[src/rtl/alu_result_collector_if.sv]
// Bundle of ALU unit result buses, the downstream valid/ready port and status outputs.
// The master side drives unit results and Res_Ready; the slave side is the collector.
interface alu_result_collector_if #(
  parameter int unsigned WIDTH = 16,
  parameter int unsigned DEPTH = 4,
  parameter int unsigned CNT_W = 8
);
  logic [WIDTH-1:0]         Arith_Out;
  logic                     Arith_Flag;
  logic [WIDTH-1:0]         Logic_Out;
  logic                     Logic_Flag;
  logic [WIDTH-1:0]         CMP_Out;
  logic                     CMP_Flag;
  logic [WIDTH-1:0]         Shift_Out;
  logic                     Shift_Flag;
  logic [WIDTH-1:0]         Res_Out;
  logic [1:0]               Res_Unit;
  logic                     Res_Valid;
  logic                     Res_Ready;
  logic [$clog2(DEPTH):0]   Level;
  logic                     Ovf_Flag;
  logic                     Col_Flag;
  logic [CNT_W-1:0]         Drop_Cnt;

  modport master (
    output Arith_Out, Arith_Flag, Logic_Out, Logic_Flag,
    output CMP_Out, CMP_Flag, Shift_Out, Shift_Flag, Res_Ready,
    input  Res_Out, Res_Unit, Res_Valid, Level, Ovf_Flag, Col_Flag, Drop_Cnt
  );

  modport slave (
    input  Arith_Out, Arith_Flag, Logic_Out, Logic_Flag,
    input  CMP_Out, CMP_Flag, Shift_Out, Shift_Flag, Res_Ready,
    output Res_Out, Res_Unit, Res_Valid, Level, Ovf_Flag, Col_Flag, Drop_Cnt
  );
endinterface

[src/rtl/alu_result_collector.sv]
// Captures ALU unit results by fixed priority, tags them with their source unit and
// buffers them in a show-ahead FIFO drained over a valid/ready handshake.
module alu_result_collector #(
  parameter int unsigned WIDTH = 16,
  parameter int unsigned DEPTH = 4,
  parameter int unsigned CNT_W = 8
) (
  input  logic               clk,
  input  logic               rst,
  alu_result_collector_if.slave bus
);

  localparam int unsigned PtrW = $clog2(DEPTH);
  localparam int unsigned LvlW = PtrW + 1;
  localparam int unsigned EntW = WIDTH + 2;

  logic [EntW-1:0]  mem_q [DEPTH];
  logic [PtrW-1:0]  wr_ptr_q, rd_ptr_q;
  logic [LvlW-1:0]  level_q, level_d;
  logic             ovf_q, col_q;
  logic [CNT_W-1:0] drop_cnt_q;

  logic [3:0]       flags;
  logic [EntW-1:0]  entry;
  logic             push_req, push_ok, pop, full, drop, collide;

  always_comb begin
    flags = {bus.Shift_Flag, bus.CMP_Flag, bus.Logic_Flag, bus.Arith_Flag};
    push_req = |flags;
    // Priority Arith > Logic > CMP > Shift; the tag sits above the data bits.
    if (bus.Arith_Flag)      entry = {2'b00, bus.Arith_Out};
    else if (bus.Logic_Flag) entry = {2'b01, bus.Logic_Out};
    else if (bus.CMP_Flag)   entry = {2'b10, bus.CMP_Out};
    else                     entry = {2'b11, bus.Shift_Out};
    full    = (level_q == LvlW'(DEPTH));
    pop     = (level_q != '0) && bus.Res_Ready;
    // A pop in the same cycle frees the slot, so a full FIFO still accepts the push.
    push_ok = push_req && (!full || pop);
    drop    = push_req && full && !pop;
    collide = (flags & (flags - 4'd1)) != 4'd0;
    level_d = level_q;
    unique case ({push_ok, pop})
      2'b10:   level_d = level_q + LvlW'(1);
      2'b01:   level_d = level_q - LvlW'(1);
      default: level_d = level_q;
    endcase
  end

  always_ff @(posedge clk) begin
    if (rst) begin
      for (int unsigned i = 0; i < DEPTH; i++) begin
        mem_q[i] <= '0;
      end
      wr_ptr_q   <= '0;
      rd_ptr_q   <= '0;
      level_q    <= '0;
      ovf_q      <= 1'b0;
      col_q      <= 1'b0;
      drop_cnt_q <= '0;
    end else begin
      if (push_ok) begin
        mem_q[wr_ptr_q] <= entry;
        wr_ptr_q        <= wr_ptr_q + PtrW'(1);
      end
      if (pop) begin
        rd_ptr_q <= rd_ptr_q + PtrW'(1);
      end
      level_q <= level_d;
      if (drop) begin
        ovf_q <= 1'b1;
        if (drop_cnt_q != '1) begin
          drop_cnt_q <= drop_cnt_q + CNT_W'(1);
        end
      end
      if (collide) begin
        col_q <= 1'b1;
      end
    end
  end

  logic [EntW-1:0] head;
  assign head          = mem_q[rd_ptr_q];
  assign bus.Res_Out   = head[WIDTH-1:0];
  assign bus.Res_Unit  = head[EntW-1:WIDTH];
  assign bus.Res_Valid = (level_q != '0);
  assign bus.Level     = level_q;
  assign bus.Ovf_Flag  = ovf_q;
  assign bus.Col_Flag  = col_q;
  assign bus.Drop_Cnt  = drop_cnt_q;

endmodule
[src/flat_wrapper.sv]
// flat-port wrapper written by rule: the top's interface ports become plain ports
module alu_result_collector_flat 
#(
  parameter int unsigned WIDTH = 16,
  parameter int unsigned DEPTH = 4,
  parameter int unsigned CNT_W = 8
)
  (clk, rst, bus_Arith_Out, bus_Arith_Flag, bus_Logic_Out, bus_Logic_Flag, bus_CMP_Out, bus_CMP_Flag, bus_Shift_Out, bus_Shift_Flag, bus_Res_Ready, bus_Res_Out, bus_Res_Unit, bus_Res_Valid, bus_Level, bus_Ovf_Flag, bus_Col_Flag, bus_Drop_Cnt);
  alu_result_collector_if #(.WIDTH(WIDTH), .DEPTH(DEPTH), .CNT_W(CNT_W)) bus_i ();
  input  logic clk;
  input  logic rst;
  input wire logic [$bits(bus_i.Arith_Out)-1:0] bus_Arith_Out;
  input wire logic [$bits(bus_i.Arith_Flag)-1:0] bus_Arith_Flag;
  input wire logic [$bits(bus_i.Logic_Out)-1:0] bus_Logic_Out;
  input wire logic [$bits(bus_i.Logic_Flag)-1:0] bus_Logic_Flag;
  input wire logic [$bits(bus_i.CMP_Out)-1:0] bus_CMP_Out;
  input wire logic [$bits(bus_i.CMP_Flag)-1:0] bus_CMP_Flag;
  input wire logic [$bits(bus_i.Shift_Out)-1:0] bus_Shift_Out;
  input wire logic [$bits(bus_i.Shift_Flag)-1:0] bus_Shift_Flag;
  input wire logic [$bits(bus_i.Res_Ready)-1:0] bus_Res_Ready;
  output wire logic [$bits(bus_i.Res_Out)-1:0] bus_Res_Out;
  output wire logic [$bits(bus_i.Res_Unit)-1:0] bus_Res_Unit;
  output wire logic [$bits(bus_i.Res_Valid)-1:0] bus_Res_Valid;
  output wire logic [$bits(bus_i.Level)-1:0] bus_Level;
  output wire logic [$bits(bus_i.Ovf_Flag)-1:0] bus_Ovf_Flag;
  output wire logic [$bits(bus_i.Col_Flag)-1:0] bus_Col_Flag;
  output wire logic [$bits(bus_i.Drop_Cnt)-1:0] bus_Drop_Cnt;
  assign bus_i.Arith_Out = bus_Arith_Out;
  assign bus_i.Arith_Flag = bus_Arith_Flag;
  assign bus_i.Logic_Out = bus_Logic_Out;
  assign bus_i.Logic_Flag = bus_Logic_Flag;
  assign bus_i.CMP_Out = bus_CMP_Out;
  assign bus_i.CMP_Flag = bus_CMP_Flag;
  assign bus_i.Shift_Out = bus_Shift_Out;
  assign bus_i.Shift_Flag = bus_Shift_Flag;
  assign bus_i.Res_Ready = bus_Res_Ready;
  assign bus_Res_Out = bus_i.Res_Out;
  assign bus_Res_Unit = bus_i.Res_Unit;
  assign bus_Res_Valid = bus_i.Res_Valid;
  assign bus_Level = bus_i.Level;
  assign bus_Ovf_Flag = bus_i.Ovf_Flag;
  assign bus_Col_Flag = bus_i.Col_Flag;
  assign bus_Drop_Cnt = bus_i.Drop_Cnt;
  alu_result_collector #(.WIDTH(WIDTH), .DEPTH(DEPTH), .CNT_W(CNT_W)) u_core (.clk(clk), .rst(rst), .bus(bus_i));
endmodule
[config.mk]
export PLATFORM = sky130hd
export DESIGN_NAME = alu_result_collector_flat
export DESIGN_NICKNAME = d
export VERILOG_FILES = /design/src/rtl/alu_result_collector_if.sv /design/src/rtl/alu_result_collector.sv /design/src/flat_wrapper.sv
export SDC_FILE = /design/constraint.sdc
export NUM_CORES = 1
export LEC_CHECK = 0
export CAP_MARGIN = 30
export CORE_ASPECT_RATIO = 2
export CORE_MARGIN = 2
export CORE_UTILIZATION = 50
export DETAILED_ROUTE_END_ITERATION = 7
export MAX_ROUTING_LAYER = met4
export PLACE_DENSITY = 0.88
export SYNTH_ARGS = -nofsm -noshare
export SYNTH_HDL_FRONTEND = slang
export SYNTH_SLANG_ARGS = --single-unit
[constraint.sdc]
create_clock -name clk -period 3 [get_ports clk]
set_input_delay 0.45 -clock clk [delete_from_list [all_inputs] [get_ports clk]]
set_output_delay 0.45 -clock clk [all_outputs]
set_load 0.03 [all_outputs]
==> Yosys cells after proc, flatten, opt, wreduce, memory -nomap -nowiden <==
Memories as Yosys holds them, arrays and structs flattened. A register that Yosys moved wholly into a read port is not among the register bits.
Cells that the tools add are included.
{ "classes": {"add_sub_neg": 6, "mul": 0, "n_div": 0, "order_cmp": 0, "n_eq_ne": 4, "shifts": 0, "muxes": 14, "bitwise_logic": 1, "n_reduce_logical": 13} }
{ "ops": {"columns": ["cell", "count"], "rows": [
  ["2-to-1 mux 18 bit", 3],
  ["OR reduction 18 bit", 1],
  ["2-to-1 mux 17 bit", 1],
  ["adder 8 x 1 -> 8 bit, second input constant", 1],
  ["!= test 8 bit, second input constant", 1],
  ["2-to-1 mux 1 bit", 6],
  ["2-to-1 mux 2 bit", 3],
  ["one-hot mux 3 bit (2 select lines)", 1],
  ["adder 2 x 1 -> 2 bit, second input constant", 2],
  ["bitwise AND 4 bit", 1],
  ["logical AND 1 bit", 4],
  ["nonzero test 4 bit", 1],
  ["OR reduction 4 bit", 1],
  ["subtractor 4 x 1 -> 4 bit, second input constant", 1],
  ["adder 3 x 1 -> 3 bit, second input constant", 1],
  ["== test 3 bit, second input constant", 1],
  ["nonzero test 3 bit", 1],
  ["subtractor 3 x 1 -> 3 bit, second input constant", 1],
  ["== test 2 x 1 -> 1 bit, second input constant", 1],
  ["== test 2 bit, second input constant", 1],
  ["logical NOT 1 bit", 2],
  ["AND reduction 2 bit", 1],
  ["nonzero test 2 bit", 1],
  ["logical OR 1 bit", 1]
]} }
{ "word_totals": {"reg_bits": 17, "latchBits": 0, "mem_bits_rw": 72, "romBits": 0, "input_bits": 71, "wordCells": 45, "n_memories": 1} }
{ "mem_list": {"columns": ["memory", "depth", "word_bits", "read_ports", "rd_ports_with_merged_regs", "wr", "line", "source"], "rows": [
  ["u_core.mem_q", 4, 18, 1, 1, 4, "alu_result_collector.sv:17", "logic [EntW-1:0] mem_q [DEPTH];"]
]} }

==> Longest topological paths before layout <==
{ "logic_depth": {"word_depth": 9, "depth_mapped": 10, "depth_no_buf": 9} }

==> Least setup slack after synthesis <==
Ideal clock, no wire load.
{ "synth_timing": {"path_type": "reg2reg", "startpoint": "register u_core.level_q[0], in the netlist u_core.bus.Level[0]", "endpoint": "memory u_core.mem_q[0][0] (netlist bit) (enable)", "setup_time_ns": 0.377, "arrival_time_ns": 2.173, "required_ns": 2.623, "setup_slack_ns": 0.450, "path_stages_with_launch": 7, "path_buffers": 2, "period_less_slack_ns": 2.550, "cell_sequence": "dfxtp_1 nor4b_4 or3_1 buf_6 or3_1 buf_6 nand2b_1"} }
{ "synth_rtl": {"columns": ["item", "line", "source"], "rows": [
  ["start: declaration", "alu_result_collector.sv:19", "logic [LvlW-1:0] level_q, level_d;"],
  ["start signal: assignment", "alu_result_collector.sv:68", "level_q <= level_d;"],
  ["end: declaration", "alu_result_collector.sv:17", null]
]} }

==> impl_results.md <==
* Outcome: complete, no violations
* Resized cells post-CTS at 0
* Post-DP HPWL at 7.170 mm
* Largest net degree at the start of global routing at 40
* Reg-to-Reg Start: u_core.bus.Level[0]$_SDFFE_PP0P_
* Antenna violations before repair at 0
* EDFF count, synth at 72
* Final std cells w/o fill at approximately 560
* Synth warn at 0
* Final net count at approximately 530
* Yosys reg bits at 91
* Placement Cell Area at 5519 sq um
* Worst Setup EP: bus_Res_Out[7]
* FF-to-FF setup slack at around 640 ps
* Post-cts hold buffer count at 0
* Site row count at 48
* Reg clk slew, reported paths at 60 ps
* Total CTS buffers at 9
* Min cycle time layout at 2705 ps
* LEAKAGE at 2.196 nW
* Vias per Instance at 5.720
* Mean Syn Cell Area at 12.62 sq um
* Clock root cell: clkbuf_16
* Post-DRT Antenna Nets at 0
* Routed WL per cell at 19.02 um
* CTS tree: yes
* Clock insertion delay at the later pin of the skew report at 340 ps
* Worst endpoint required time at 2550 ps
* Multi-input combinational cell area at 1707 sq um
* Placed Cells at 541
* Max-cap violations at 0
* Largest family of logic cells by synthesized area: multiplexers
* WP buf/inv at 2
* Syn Inst Count at around 350
* Main flop type after synthesis: edfxtp_1
* Worst stage delay on the critical path at 720 ps
* Worst Setup End Kind: output port
* Sequential cell area at 2542 sq um
* Fmax at 0.3697 GHz
* GPL Wtd Cong at 0.7558
* H-Tree Level Count at 3
* Worst-Margin Slew at 834.7 ps
* N_diodes at 0
* WP data arrival at 2250 ps
* Worst hold path type: flop to flop
* Synth Area in Compound Gates at 4.574%
* Worst Clk Skew at ~5.6 ps
* Port bufs at 102
* Worst setup SP type: flop
* Vias in the first global route at 3,275
* Post-detailed-routing wire length at 10.60 mm
* First-pass GRT wire length at 16.26 mm
* Fill cells at ~600
* CP cell instances: buf_4 -> mux4_2 -> clkdlybuf4s50_1
* Post-synthesis simple-gate area fraction at ~14%
* CP delay by family, top: buffers and inverters
* Crit path depth at 3
* Register area share after synthesis at roughly 58%
* RSZ-0062 raised after global routing: false
* Max VDD drop at 430.1 uV
* Remaining global-route overflow at 0
* R2r worst-path depth at 9
* Slew headroom at 44.35%
* Final setup viols at 0
* Post-layout instance area at 5828 sq um
* Die Wd at 70.37 um
* Ys async rst share at 0%
* Post-CTS Setup Repair Bufs at 0
* Share of cells above drive strength 1 at roughly 12%
* DR vias at about 3,200
* Final core utilization at 67.86%
* Number of I/O pins at 103
* Clock buffer depth at 2
* Critical path peak fanout at 12
* Critical-path top delay cell: dfxtp_1
* Post-synthesis cell type count at 35
* Worst reg2reg endpoint: u_core.bus.Level[2]$_SDFFE_PP0P_
* Core Area at 8588 sq um
* Initial Utilization at 51.28%
* Synth Area in XOR/XNOR at between 1.5 and 2%
* Final Cycle Share at 90.16%
* TNS Setup at 0 ps
* Die ar. at a little under 10,000 sq um
* Hold WS at 474.4 ps
* Detailed-route DRC error count at 0
* Clock sinks at 91
* Initial drt markers at 302
* Adder-Cell Fraction of Synth Area at ~1.3%
* Count of final hold-check violations at 0
* Syn Std Cell Area at between 4000 and 5000 sq um
* DRT Pass-1 Iters at 4
* Chip height at ~140 um
* Area growth, synth to finish at 32.33%
* Syn nets at about 420
* Mux cell area share after synthesis at between 10% and 20%
* Final Slew Violations at 0
* CP Class: flop to output port
* GRT Resource Usage Total at approximately a quarter
* Pwr/cell area at 706.3 nW/um^2
layout make-up:
| type | count | share of cell area, % |
|---|---|---|
| tap | 100 | 2.147 |
| clock buffer | 10 | 3.929 |
| timing repair buffer | 115 | 19.19 |
| inverter | 7 | 0.4508 |
| clock inverter | 6 | 1.374 |
| sequential | 91 | 43.62 |
| multi-input combinational | 228 | 29.28 |
metal layers:
metal / track usage (%) / routed length (um) / vias up
li1: - / - / 1473
met1: 22.84 / 3480 / 1567
met2: 43.24 / 6199 / 132
met3: 4.271 / 659 / 14
met4: 12.18 / 257 / 0
met5: - / 0 / -
Yosys cell counts, drive strengths merged, types with 2 or more instances:
library cell  count  area [sq um]
or4               2         15.01
nor3              5         25.02
a21oi             8         40.04
nand2            19         71.32
mux4             18         405.4
nand3             3         15.01
nor2             82         382.9
inv               7         26.28
or3               9         56.30
dfxtp            19         380.4
buf              14         95.09
ha                2         25.02
clkbuf            9         33.78
edfxtp           72          2162
xor2              6         52.55
o21ai            21         105.1
mux2i            33         330.3
xnor2             3         26.28
a21o              2         15.01
nand2b            3         18.77
o2111ai           2         17.52
worst min path at each step:
stage,start,endpoint,cells past startpoint
after global placement,u_core.bus.Col_Flag$_SDFFE_PP0P_,u_core.bus.Col_Flag$_SDFFE_PP0P_,2
after detailed placement,u_core.bus.Col_Flag$_SDFFE_PP0P_,u_core.bus.Col_Flag$_SDFFE_PP0P_,2
after floorplan,u_core.rd_ptr_q[1]$_SDFFE_PP0P_,flop,2
after global routing,u_core.bus.Col_Flag$_SDFFE_PP0P_,u_core.bus.Col_Flag$_SDFFE_PP0P_,2
after CTS,u_core.bus.Col_Flag$_SDFFE_PP0P_,u_core.bus.Col_Flag$_SDFFE_PP0P_,2
final,u_core.bus.Col_Flag$_SDFFE_PP0P_,u_core.bus.Col_Flag$_SDFFE_PP0P_,2
flip-flops by register name, summed over array words and instances, names as in the netlist, named ones only:
name,count
u_core.mem_q,72
u_core.bus.Drop_Cnt,8
u_core.bus.Level,3
u_core.rd_ptr_q,2
u_core.wr_ptr_q,2
u_core.bus.Col_Flag,1
u_core.bus.Ovf_Flag,1
metrics by stage:
| stage | total power, mW | worst slack, ps |
|---|---|---|
| after floorplan | 2.483 | 449.7 |
| after global placement | 2.930 | 224.2 |
| after detailed placement | 2.981 | 149.1 |
| after CTS | 4.144 | 245.1 |
| after global routing | 4.269 | 227.7 |
| final | 4.116 | 295.1 |
tightest hold or removal path, cell delays in order (launching register included):
cell     delay, ps
dfxtp_1        320
inv_1           50
a21oi_1         60
layout by cell type, fill, tap and decap left out, types with 2 or more instances in the layout:
master           instances
a21oi_1                  8
clkinv_2                 4
bufinv_16                2
nand2b_1                 3
mux2i_1                 33
xnor2_1                  3
nor2_1                  72
nand2_1                 19
o21ai_0                 21
edfxtp_1                72
dfxtp_1                 19
xor2_1                   6
buf_4                   13
a21o_1                   2
nor3_1                   5
ha_1                     2
or3_1                    9
nor2_4                  10
nand3_1                  3
mux4_2                  18
clkdlybuf4s50_1        102
inv_1                    7
o2111ai_1                2
or4_1                    2
clkbuf_16                9
where the power goes:
part	leakage (nW)	internal (mW)	switching (mW)	total [mW]
sequential	0.907	1.55	0.0906	1.64
combinational	1.13	0.600	0.711	1.31
clock	0.156	0.723	0.443	1.17
total	2.20	2.87	1.24	4.12
cell families after synthesis:
kind of cell	Yosys count
and+or+nand+nor	128
adders and majority gates	4
AOI/OAI and AO/OA	36
buffers and inverters	30
muxes	51
xor gates and xnor gates	9
DFF	91
No activity file was read; power rests on OpenSTA's default activity.
